==> src/rtl/types_pkg.sv <==
// Shared types and constants for the one-word-per-line direct-mapped data cache.
package types_pkg;

  localparam int DATA_BUS   = 32;
  localparam int CACHE_SETS = 8;

  // Controller states: idle/lookup, line fill from RAM, write-through to RAM
  typedef enum logic [1:0] {
    IDLE  = 2'd0,
    FILL  = 2'd1,
    WRITE = 2'd2
  } cache_state;

  // Word-aligned form of a byte address (byte offset forced to zero)
  function automatic logic [DATA_BUS-1:0] wordAlign(input logic [DATA_BUS-1:0] a);
    return a & ~(DATA_BUS'(3));
  endfunction

endpackage

==> src/rtl/data_cache_if.sv <==
// CPU-side and RAM-side signals of the data cache, bundled as one interface.
// The slave modport is the cache's view; master is the view of the CPU plus
// backing RAM that surround it.
interface data_cache_if;
  import types_pkg::*;

  logic                req;
  logic                WE;
  logic [DATA_BUS-1:0] A;
  logic [DATA_BUS-1:0] WD;
  logic                flush;
  logic [DATA_BUS-1:0] RD;
  logic                stall;

  logic                mem_req;
  logic                mem_we;
  logic [DATA_BUS-1:0] mem_addr;
  logic [DATA_BUS-1:0] mem_wdata;
  logic [DATA_BUS-1:0] mem_rdata;
  logic                mem_ready;

  modport master (
    output req, WE, A, WD, flush, mem_rdata, mem_ready,
    input  RD, stall, mem_req, mem_we, mem_addr, mem_wdata
  );

  modport slave (
    input  req, WE, A, WD, flush, mem_rdata, mem_ready,
    output RD, stall, mem_req, mem_we, mem_addr, mem_wdata
  );

endinterface

==> src/rtl/data_cache_array.sv <==
// Line storage for the data cache: per-line valid bit, tag and data word.
// Asynchronous read, synchronous write, single-cycle clear of all valid bits.
// Tag and data words are never reset; only the valid bits carry meaning after
// a clear.
module cache_array #(
  parameter  int SETS   = 8,
  parameter  int TAG_W  = 27,
  parameter  int DATA_W = 32,
  localparam int IDX_W  = $clog2(SETS)
) (
  input  logic              clk,
  input  logic              clear,
  input  logic              we,
  input  logic [IDX_W-1:0]  idx,
  input  logic [TAG_W-1:0]  wTag,
  input  logic [DATA_W-1:0] wData,
  output logic              rValid,
  output logic [TAG_W-1:0]  rTag,
  output logic [DATA_W-1:0] rData
);

  logic [SETS-1:0]   validBits;
  logic [TAG_W-1:0]  tagMem  [SETS];
  logic [DATA_W-1:0] dataMem [SETS];

  // Valid bits: clear-all has priority over a line write
  always_ff @(posedge clk) begin
    if (clear) begin
      validBits <= '0;
    end else if (we) begin
      validBits[idx] <= 1'b1;
    end
  end

  // Tag and data words: written on a line write, never reset
  always_ff @(posedge clk) begin
    if (we) begin
      tagMem[idx]  <= wTag;
      dataMem[idx] <= wData;
    end
  end

  assign rValid = validBits[idx];
  assign rTag   = tagMem[idx];
  assign rData  = dataMem[idx];

endmodule

==> src/rtl/data_cache.sv <==
// Direct-mapped, write-through, no-write-allocate data cache with one 32-bit
// word per line. Read hits complete combinationally in IDLE; misses fill the
// line from RAM and the held access is retried. Writes always go through to
// RAM; the line is refreshed only when the write hits.
module data_cache
  import types_pkg::*;
#(
  parameter int SETS = CACHE_SETS
) (
  input  logic                clk,
  input  logic                rst,
  data_cache_if.slave         bus,
  output logic [DATA_BUS-1:0] hit_count,
  output logic [DATA_BUS-1:0] miss_count
);

  localparam int IDX_W = $clog2(SETS);
  localparam int TAG_W = DATA_BUS - 2 - IDX_W;

  cache_state          state;
  cache_state          nextState;
  // Set once RAM has serviced the held access, so its retry neither re-issues
  // a write nor counts as a fresh hit; cleared when the CPU is released.
  logic                done;

  logic [IDX_W-1:0]    lineIdx;
  logic [TAG_W-1:0]    lineTag;
  logic                lineValid;
  logic [TAG_W-1:0]    storedTag;
  logic [DATA_BUS-1:0] storedData;
  logic                hit;

  logic                readHit;
  logic                missEvt;
  logic                stallInt;
  logic                memReq;
  logic                memWe;
  logic                arrWe;
  logic                clearReq;
  logic                serviced;

  logic                arrClear;
  logic                arrWrEn;
  logic [DATA_BUS-1:0] arrWData;

  assign lineIdx = bus.A[2 +: IDX_W];
  assign lineTag = bus.A[DATA_BUS-1 -: TAG_W];
  assign hit     = lineValid && (storedTag == lineTag);

  // Reset wipes the valid bits and suppresses any pending line update
  assign arrClear = rst | clearReq;
  assign arrWrEn  = arrWe & ~rst;
  assign arrWData = (state == FILL) ? bus.mem_rdata : bus.WD;

  cache_array #(
    .SETS   (SETS),
    .TAG_W  (TAG_W),
    .DATA_W (DATA_BUS)
  ) uArray (
    .clk    (clk),
    .clear  (arrClear),
    .we     (arrWrEn),
    .idx    (lineIdx),
    .wTag   (lineTag),
    .wData  (arrWData),
    .rValid (lineValid),
    .rTag   (storedTag),
    .rData  (storedData)
  );

  // State register
  always_ff @(posedge clk) begin
    if (rst) begin
      state <= IDLE;
    end else begin
      state <= nextState;
    end
  end

  // Next-state and per-cycle control decode
  always_comb begin
    nextState = state;
    stallInt  = 1'b0;
    memReq    = 1'b0;
    memWe     = 1'b0;
    readHit   = 1'b0;
    missEvt   = 1'b0;
    arrWe     = 1'b0;
    clearReq  = 1'b0;
    serviced  = 1'b0;
    unique case (state)
      IDLE: begin
        if (bus.flush) begin
          // Flush takes the cycle; a simultaneous access waits one cycle
          clearReq = 1'b1;
          stallInt = bus.req;
        end else if (bus.req && !bus.WE) begin
          if (hit) begin
            readHit = 1'b1;
          end else begin
            stallInt  = 1'b1;
            missEvt   = 1'b1;
            nextState = FILL;
          end
        end else if (bus.req && bus.WE) begin
          if (!done) begin
            stallInt  = 1'b1;
            nextState = WRITE;
          end
        end
      end
      FILL: begin
        memReq   = 1'b1;
        stallInt = 1'b1;
        if (bus.mem_ready) begin
          arrWe     = 1'b1;
          serviced  = 1'b1;
          nextState = IDLE;
        end
      end
      WRITE: begin
        memReq   = 1'b1;
        memWe    = 1'b1;
        stallInt = 1'b1;
        if (bus.mem_ready) begin
          arrWe     = hit;
          serviced  = 1'b1;
          nextState = IDLE;
        end
      end
      default: begin
        nextState = IDLE;
      end
    endcase
  end

  // Serviced-access flag
  always_ff @(posedge clk) begin
    if (rst) begin
      done <= 1'b0;
    end else if (serviced) begin
      done <= 1'b1;
    end else if (!stallInt) begin
      done <= 1'b0;
    end
  end

  // Access statistics; the retry that follows a fill is not a new hit
  always_ff @(posedge clk) begin
    if (rst) begin
      hit_count  <= '0;
      miss_count <= '0;
    end else begin
      if (readHit && !done) begin
        hit_count <= hit_count + 1'b1;
      end
      if (missEvt) begin
        miss_count <= miss_count + 1'b1;
      end
    end
  end

  assign bus.stall     = stallInt & ~rst;
  assign bus.RD        = readHit ? storedData : '0;
  assign bus.mem_req   = memReq;
  assign bus.mem_we    = memWe;
  assign bus.mem_addr  = wordAlign(bus.A);
  assign bus.mem_wdata = bus.WD;

endmodule

==> src/flat_wrapper.sv <==
// flat-port wrapper written by rule: the top's interface ports become plain ports
module data_cache_flat import types_pkg::*;
#(
  parameter int SETS = CACHE_SETS
)
  (clk, rst, hit_count, miss_count, bus_req, bus_WE, bus_A, bus_WD, bus_flush, bus_mem_rdata, bus_mem_ready, bus_RD, bus_stall, bus_mem_req, bus_mem_we, bus_mem_addr, bus_mem_wdata);
  data_cache_if bus_i ();
  input  logic clk;
  input  logic rst;
  output logic [DATA_BUS-1:0] hit_count;
  output logic [DATA_BUS-1:0] miss_count;
  input wire logic [$bits(bus_i.req)-1:0] bus_req;
  input wire logic [$bits(bus_i.WE)-1:0] bus_WE;
  input wire logic [$bits(bus_i.A)-1:0] bus_A;
  input wire logic [$bits(bus_i.WD)-1:0] bus_WD;
  input wire logic [$bits(bus_i.flush)-1:0] bus_flush;
  input wire logic [$bits(bus_i.mem_rdata)-1:0] bus_mem_rdata;
  input wire logic [$bits(bus_i.mem_ready)-1:0] bus_mem_ready;
  output wire logic [$bits(bus_i.RD)-1:0] bus_RD;
  output wire logic [$bits(bus_i.stall)-1:0] bus_stall;
  output wire logic [$bits(bus_i.mem_req)-1:0] bus_mem_req;
  output wire logic [$bits(bus_i.mem_we)-1:0] bus_mem_we;
  output wire logic [$bits(bus_i.mem_addr)-1:0] bus_mem_addr;
  output wire logic [$bits(bus_i.mem_wdata)-1:0] bus_mem_wdata;
  assign bus_i.req = bus_req;
  assign bus_i.WE = bus_WE;
  assign bus_i.A = bus_A;
  assign bus_i.WD = bus_WD;
  assign bus_i.flush = bus_flush;
  assign bus_i.mem_rdata = bus_mem_rdata;
  assign bus_i.mem_ready = bus_mem_ready;
  assign bus_RD = bus_i.RD;
  assign bus_stall = bus_i.stall;
  assign bus_mem_req = bus_i.mem_req;
  assign bus_mem_we = bus_i.mem_we;
  assign bus_mem_addr = bus_i.mem_addr;
  assign bus_mem_wdata = bus_i.mem_wdata;
  data_cache #(.SETS(SETS)) u_core (.clk(clk), .rst(rst), .bus(bus_i), .hit_count(hit_count), .miss_count(miss_count));
endmodule
==> config.mk <==
export PLATFORM = sky130hd
export DESIGN_NAME = data_cache_flat
export DESIGN_NICKNAME = d
export VERILOG_FILES = /design/src/rtl/types_pkg.sv /design/src/rtl/data_cache_if.sv /design/src/rtl/data_cache_array.sv /design/src/rtl/data_cache.sv /design/src/flat_wrapper.sv
export SDC_FILE = /design/constraint.sdc
export NUM_CORES = 1
export LEC_CHECK = 0
export ABC_AREA = 1
export BUFFER_PORTS_ARGS = -buffer_cell sky130_fd_sc_hd__buf_2
export CORE_MARGIN = 2
export CORE_UTILIZATION = 36
export CTS_BUF_LIST = sky130_fd_sc_hd__clkbuf_4 sky130_fd_sc_hd__clkbuf_8
export CTS_CLUSTER_DIAMETER = 50
export DETAILED_ROUTE_END_ITERATION = 10
export PLACE_DENSITY = 0.61
export SYNTH_ARGS = -nofsm -noshare
export SYNTH_HDL_FRONTEND = slang
export SYNTH_SLANG_ARGS = --single-unit
==> constraint.sdc <==
create_clock -name clk -period 5.3 [get_ports clk]
set_clock_uncertainty 0.1 [all_clocks]
set_input_delay 0.265 -clock clk [delete_from_list [all_inputs] [get_ports clk]]
set_output_delay 0.265 -clock clk [all_outputs]
set_load 0.02 [all_outputs]
==> impl_metrics.json, run 1 <==
{
  "outcome": "completed",
  "clock-root-buffer": "clkbuf_8",
  "synth_top_cell_area_share": 0.575,
  "start_util": 0.365,
  "dp_cells": 3447,
  "ys_seq_elements": 547,
  "netlist_instances": 2426,
  "synth_adder_area_share": 0.00305,
  "slew_headroom": 0.395,
  "wirelength_mm": 66.0,
  "place_hpwl_mm": 40.5,
  "avgSynthCellArea_um2": 10.2,
  "setup_tns_ps": 0,
  "cts_tree": "built",
  "die_x_um": 266,
  "cts_max_level": 3,
  "ir_worst_vdd_mv": 0.256,
  "netlist_top_cells_count": "nand2_1 (648), edfxtp_1 (472), inv_1 (275)",
  "synth_compound_area_frac": 0.0631,
  "synth_edf_count": 472,
  "path_clk_slew_ps": 60,
  "cts.sinks": 547,
  "setup_violations": 0,
  "wl_per_cell_um": 17.7,
  "critPathLaunch": "bus_A[3]",
  "ys_types": 53,
  "portBuffers": 260,
  "synthArstFlopShare": 0,
  "hold_viol": 0,
  "cp_data_required_time_ps": 4930,
  "area_growth_syn_to_layout_pct": 19.6,
  "synthTopCellsByArea": "edfxtp_1 (58%), nand2_1 (9.9%), dfxtp_1 (6.1%)",
  "synth_warnings": 0,
  "yosys.area.top_type": "edfxtp_1",
  "place.gp.congestion": 0.886,
  "drive_gt1_frac": 0.179,
  "synth_xor_area_frac": 0.0103,
  "grt_max_degree": 134,
  "netlist_area_um2": 24600,
  "final_cells": 3721,
  "worstPathMaxFanout": 20,
  "p_leak_uw": 0.0118,
  "cts_setup_buffers": 0,
  "grt_pass1_wl_mm": 103,
  "row_count": 95,
  "grt_antenna_before_repair": 2,
  "timing.fmax_mhz": 236,
  "crit_path_end_kind": "primary output",
  "r2r_start": "u_core.uArray.tagMem[1][7]",
  "drt_iter0_markers": 1259,
  "power.density_nw_per_um2": 349,
  "hp-start": "bus_req",
  "antenna_cells": 0,
  "track_usage": 0.187,
  "dieArea_um2": 70500,
  "slew_violations": 0,
  "clkLatencyLatePin_ps": 710,
  "tightestPinTransition_ps": 907,
  "grt.overflow.total": 0,
  "synthSimpleGateAreaFrac": 0.206,
  "arrival_ps": 3870,
  "start_kind": "input port",
  "yosysMostFrequentCell": "nand2_1",
  "rsz0062_at_grt": "no",
  "synth_top_family_by_area": "simple AND/OR/NAND/NOR gates",
  "first_pass_iters": 6,
  "clock_path_buffers": 3,
  "ys.flop_type": "edfxtp_1",
  "io_pins": 265,
  "fp.dieH_um": 266,
  "period_needed_ps": 4230,
  "synth.area.mux_share": 0,
  "yosysSeqAreaShare": 0.636,
  "path_class": "input port to primary output",
  "final_nets": 2877,
  "grt_pass1_vias": 18103,
  "timing.final.crit_share": 0.799,
  "core-area_um2": 67500,
  "vias": 18328,
  "ant_nets": 0,
  "maxCapViolCount": 0,
  "holdCritPathClass": "input port to register",
  "numCtsBuffers": 97,
  "hold_slack_ps": 73.1,
  "drc": 0,
  "routed_via_density": 4.93
}
==> metrics by stage <==
stage	worst slack (ps)	power, uW	util	instance area, um^2
finish	1070	10300	0.436	29500
floorplan	1300	5760	-	24600
detailed placement	899	6120	0.392	26500
global route	660	10700	0.436	29500
global placement	954	6080	0.392	26500
CTS	894	10400	0.436	29500
==> flip-flops by register name (all words and copies together), names as in the netlist <==
| signal | count |
|---|---|
| u_core.miss_count | 32 |
| u_core.done | 1 |
| u_core.state | 2 |
| u_core.hit_count | 32 |
| u_core.uArray.tagMem | 216 |
| u_core.uArray.dataMem | 256 |
| u_core.uArray.validBits | 8 |
==> cells in the final DEF, fill, tap and decap left out, types with 6 or more instances in the layout <==
cell type      Yosys  layout
nor2_1           224     224
or2_2              6       6
inv_2              9      11
a21oi_1           47      47
buf_4             71      26
dlygate4sd3_1      0      96
clkbuf_8           0     102
buf_12             0       8
o21ai_1           31      31
clkbuf_4           0      23
o21bai_1          12      12
nand3_1          121     121
ha_1               6       6
o22ai_1           91      91
o21ai_0           27      27
clkinv_2           0      10
nor2_2            11       7
clkinv_1           0      26
buf_2             20     259
or2_1             14      14
xor2_1            17      17
nor2_4             6      10
edfxtp_1         472     472
nor3b_1            6       6
o221ai_1          19      19
nor4_1            34      34
nand2_1          648     648
xnor2_1           12      12
dfxtp_1           75      75
nand2_2           10      10
nand4_1           21      21
or4_1             11      11
inv_1            275     272
nor3_1            31      31
==> worst paths after layout <==
| check | to | slack (ps) | depth (start not counted) |
|---|---|---|---|
| max | bus_RD[11] | 1070 | 17 |
| min | u_core.hit_count[31] | 70 | 7 |
| max reg2reg | u_core.uArray.tagMem[4][23] | 1880 | 16 |
| min reg2reg | u_core.uArray.validBits[4] | 360 | 2 |
==> layer usage <==
metal	vias up	part of all wire	global-route usage
li1	8847	-	-
met1	8820	0.44	0.245
met2	561	0.48	0.316
met3	98	0.057	0.0293
met4	2	0.023	0.0600
met5	-	0.000045	0
==> cells by family after synthesis <==
group	after synthesis
AND/OR/NAND/NOR	1162
flip-flops	547
buffers and inverters	431
AO/OA/AOI/OAI	250
XOR/XNOR	29
adder cells (fa/ha/maj)	6
other	1
==> where the power goes <==
| group | internal (uW) | switching (uW) |
|---|---|---|
| logic | 413 | 852 |
| registers | 4930 | 22.3 |
| clock network | 2230 | 1830 |
==> cell type report <==
cell class / count / area [um^2]
clock buffer: 125 / 1580
clock inverter: 53 / 460
fill: 6375 / 38000
inverter: 285 / 1070
multi-input combinational: 1449 / 6980
sequential: 547 / 15700
tap: 873 / 1090
timing repair buffer: 389 / 2610
==> repair_timing <==
item                      CTS  global route
hold endpoints to repair  480             0
hold buffers               96             0
resized for setup           0             0
==> critical path, cell delays in order <==
cell     delay (ps)
buf_2           340
nand2_2         310
inv_2           430
nand3_1         150
nand2_1         150
inv_2            40
nand2_1          60
nand2_1          60
nand2_2         110
nand2_1          60
nor2_1          120
nand3_1         100
nor2_2          240
nand3_4         370
buf_4           350
nor4_1          400
buf_2           260
(Power assumes the default switching activity.)
==> run 2: changes to the inputs <==
--- a/config.mk
+++ b/config.mk
@@ -12,7 +12,7 @@
 export CTS_BUF_LIST = sky130_fd_sc_hd__clkbuf_4 sky130_fd_sc_hd__clkbuf_8
 export CTS_CLUSTER_DIAMETER = 50
 export DETAILED_ROUTE_END_ITERATION = 10
-export PLACE_DENSITY = 0.61
+export PLACE_DENSITY = 0.63
 export SYNTH_ARGS = -nofsm -noshare
 export SYNTH_HDL_FRONTEND = slang
 export SYNTH_SLANG_ARGS = --single-unit
==> constraint.sdc (replaced) <==
create_clock -name clk -period 3.7 [get_ports clk]
set_clock_uncertainty 0.1 [all_clocks]
set_input_delay 0.185 -clock clk [delete_from_list [all_inputs] [get_ports clk]]
set_output_delay 0.185 -clock clk [all_outputs]
set_load 0.02 [all_outputs]
==> run 2 against run 1 <==
Via count fell by 0.80%. Largest cell class unchanged. Sequential cell count did not move. Worst setup slack got worse by 860 ps. Final area rose by 1.0%. Highest routed layer unchanged. Sequential share of layout area fell by 0.54 points.
==> impl_metrics.json, run 2 (synthesized netlist as in run 1, its figures left out) <==
{
  "outcome": "completed",
  "reg_top3": "u_core.uArray.dataMem: 256 flops, u_core.uArray.tagMem: 216 flops",
  "cts.sinks": 547,
  "arrival_ps": 3210,
  "clock-root-buffer": "clkbuf_8",
  "top_register": "u_core.uArray.dataMem",
  "numCtsBuffers": 92,
  "row_count": 95,
  "slew_violations": 0,
  "slew_headroom": 0.388,
  "core-area_um2": 67500,
  "largest_reg_flops": 256,
  "path_class": "register to primary output",
  "layout_common_cells": "nand2_1 (648), edfxtp_1 (472), inv_1 (275), buf_2 (259), nor2_1 (224)",
  "vias": 18181,
  "nFillCells": 6350,
  "die_x_um": 266,
  "place.gp.congestion": 0.912,
  "antenna_cells": 0,
  "grt_pass1_wl_mm": 97.8,
  "final_nets": 2902,
  "drive_gt1_frac": 0.187,
  "tightestPinTransition_ps": 917,
  "dieArea_um2": 70500,
  "start_kind": "register",
  "area_growth_syn_to_layout_pct": 20.8,
  "first_pass_iters": 6,
  "worstPathMaxFanout": 33,
  "clkLatencyLatePin_ps": 700,
  "period_needed_ps": 3500,
  "path_clk_slew_ps": 60,
  "rsz0062_at_grt": "no",
  "power.total_uw": 14500,
  "grt.overflow.total": 0,
  "grt_antenna_before_repair": 2,
  "maxCapViolCount": 0,
  "wirelength_mm": 63.7,
  "drc": 0,
  "p_leak_uw": 0.0119,
  "timing.fmax_mhz": 286,
  "post-place-ws_ps": 192,
  "hold_viol": 0,
  "ant_nets": 0,
  "setup_violations": 0,
  "track_usage": 0.178,
  "place_hpwl_mm": 39.8,
  "grt_pass1_vias": 17496,
  "cts_tree": "built",
  "cts_setup_buffers": 0,
  "clock_path_buffers": 3,
  "fin_ws_ps": 204,
  "start_util": 0.365,
  "layout_commonest_cell": "nand2_1",
  "ir_worst_vdd_mv": 0.335,
  "holdCritPathClass": "input port to register",
  "io_pins": 265,
  "wl_per_cell_um": 17.1,
  "power.density_nw_per_um2": 487,
  "routed_via_density": 4.87,
  "cts_max_level": 3,
  "timing.final.crit_share": 0.945,
  "drt_iter0_markers": 1134,
  "portBuffers": 260,
  "crit_path_end_kind": "primary output",
  "cp_data_required_time_ps": 3410,
  "grt_max_degree": 61,
  "fp.dieH_um": 266
}
run 2: cell count changes in the layout (fill, tap and decap cells not counted), sizes merged:
cell	before	now
clkbuf	125	132
dlygate4sd3	96	99
bufinv	5	3
buf	293	320
clkinvlp	4	1
clkinv	39	21
run 2: final timing paths:
path,start,end,slack [ps],cells after the start
worst max-delay path,u_core.uArray.tagMem[0][10],bus_RD[10],200,15
worst min-delay path,bus_req,u_core.state[0],180,8
worst max register to register,u_core.uArray.tagMem[4][14],u_core.uArray.dataMem[5][1],650,16
worst min register to register,u_core.uArray.validBits[2],u_core.uArray.validBits[2],360,2
run 2: critical path, stage by stage (launching register included):
cell and delay (ps):
edfxtp_1 350, or2_1 200, nand3_1 60, nand2_1 100, nor2_1 160, nand2_1 70, nand2_1 150, nand2_1 100
nor2_1 110, nand2_1 90, nor2_4 200, nand3_4 100, buf_12 200, nor4_1 230, buf_4 190, buf_2 160
run 2: final cells by class:
class	instances	area, um^2	area share
inverters	285	1070	0.0360
well taps	873	1090	0.0367
flip-flops and latches	547	15700	0.527
clock inverters	30	289	0.00971
repair buffers	419	3010	0.101
multi-input cells	1449	7010	0.236
clock buffers	132	1620	0.0543
run 2: what timing repair did:
item / in CTS / in global routing
endpoints found under the setup margin: 2 / 10
gates resized for setup: 3 / 3
hold endpoints to repair: 509 / 0
hold buffers: 99 / 0
run 2: through the flow:
stage	instances	area, um^2	TNS [ps]	utilization	hold slack (ps)
global route	3735	29800	0	0.441	210
CTS	3735	29800	0	0.441	105
floorplan	2427	24600	-51850	-	184
global placement	3474	26800	0	0.397	344
finish	3735	29800	0	0.441	177
detailed placement	3474	26800	0	0.397	355
run 2: report_power, final:
| part | switching (uW) | leakage [uW] | internal (uW) |
|---|---|---|---|
| combinational | 1240 | 0.00608 | 629 |
| sequential | 31.0 | 0.00485 | 7070 |
| clock | 2470 | 0.00101 | 3060 |
| total | 3740 | 0.0119 | 10800 |
run 2: metal layers:
metal  global-route usage  share of wire
met4               0.0616          0.023
met5                    0        0.00042
met1                0.230           0.44
met3               0.0345          0.056
met2                0.300           0.48
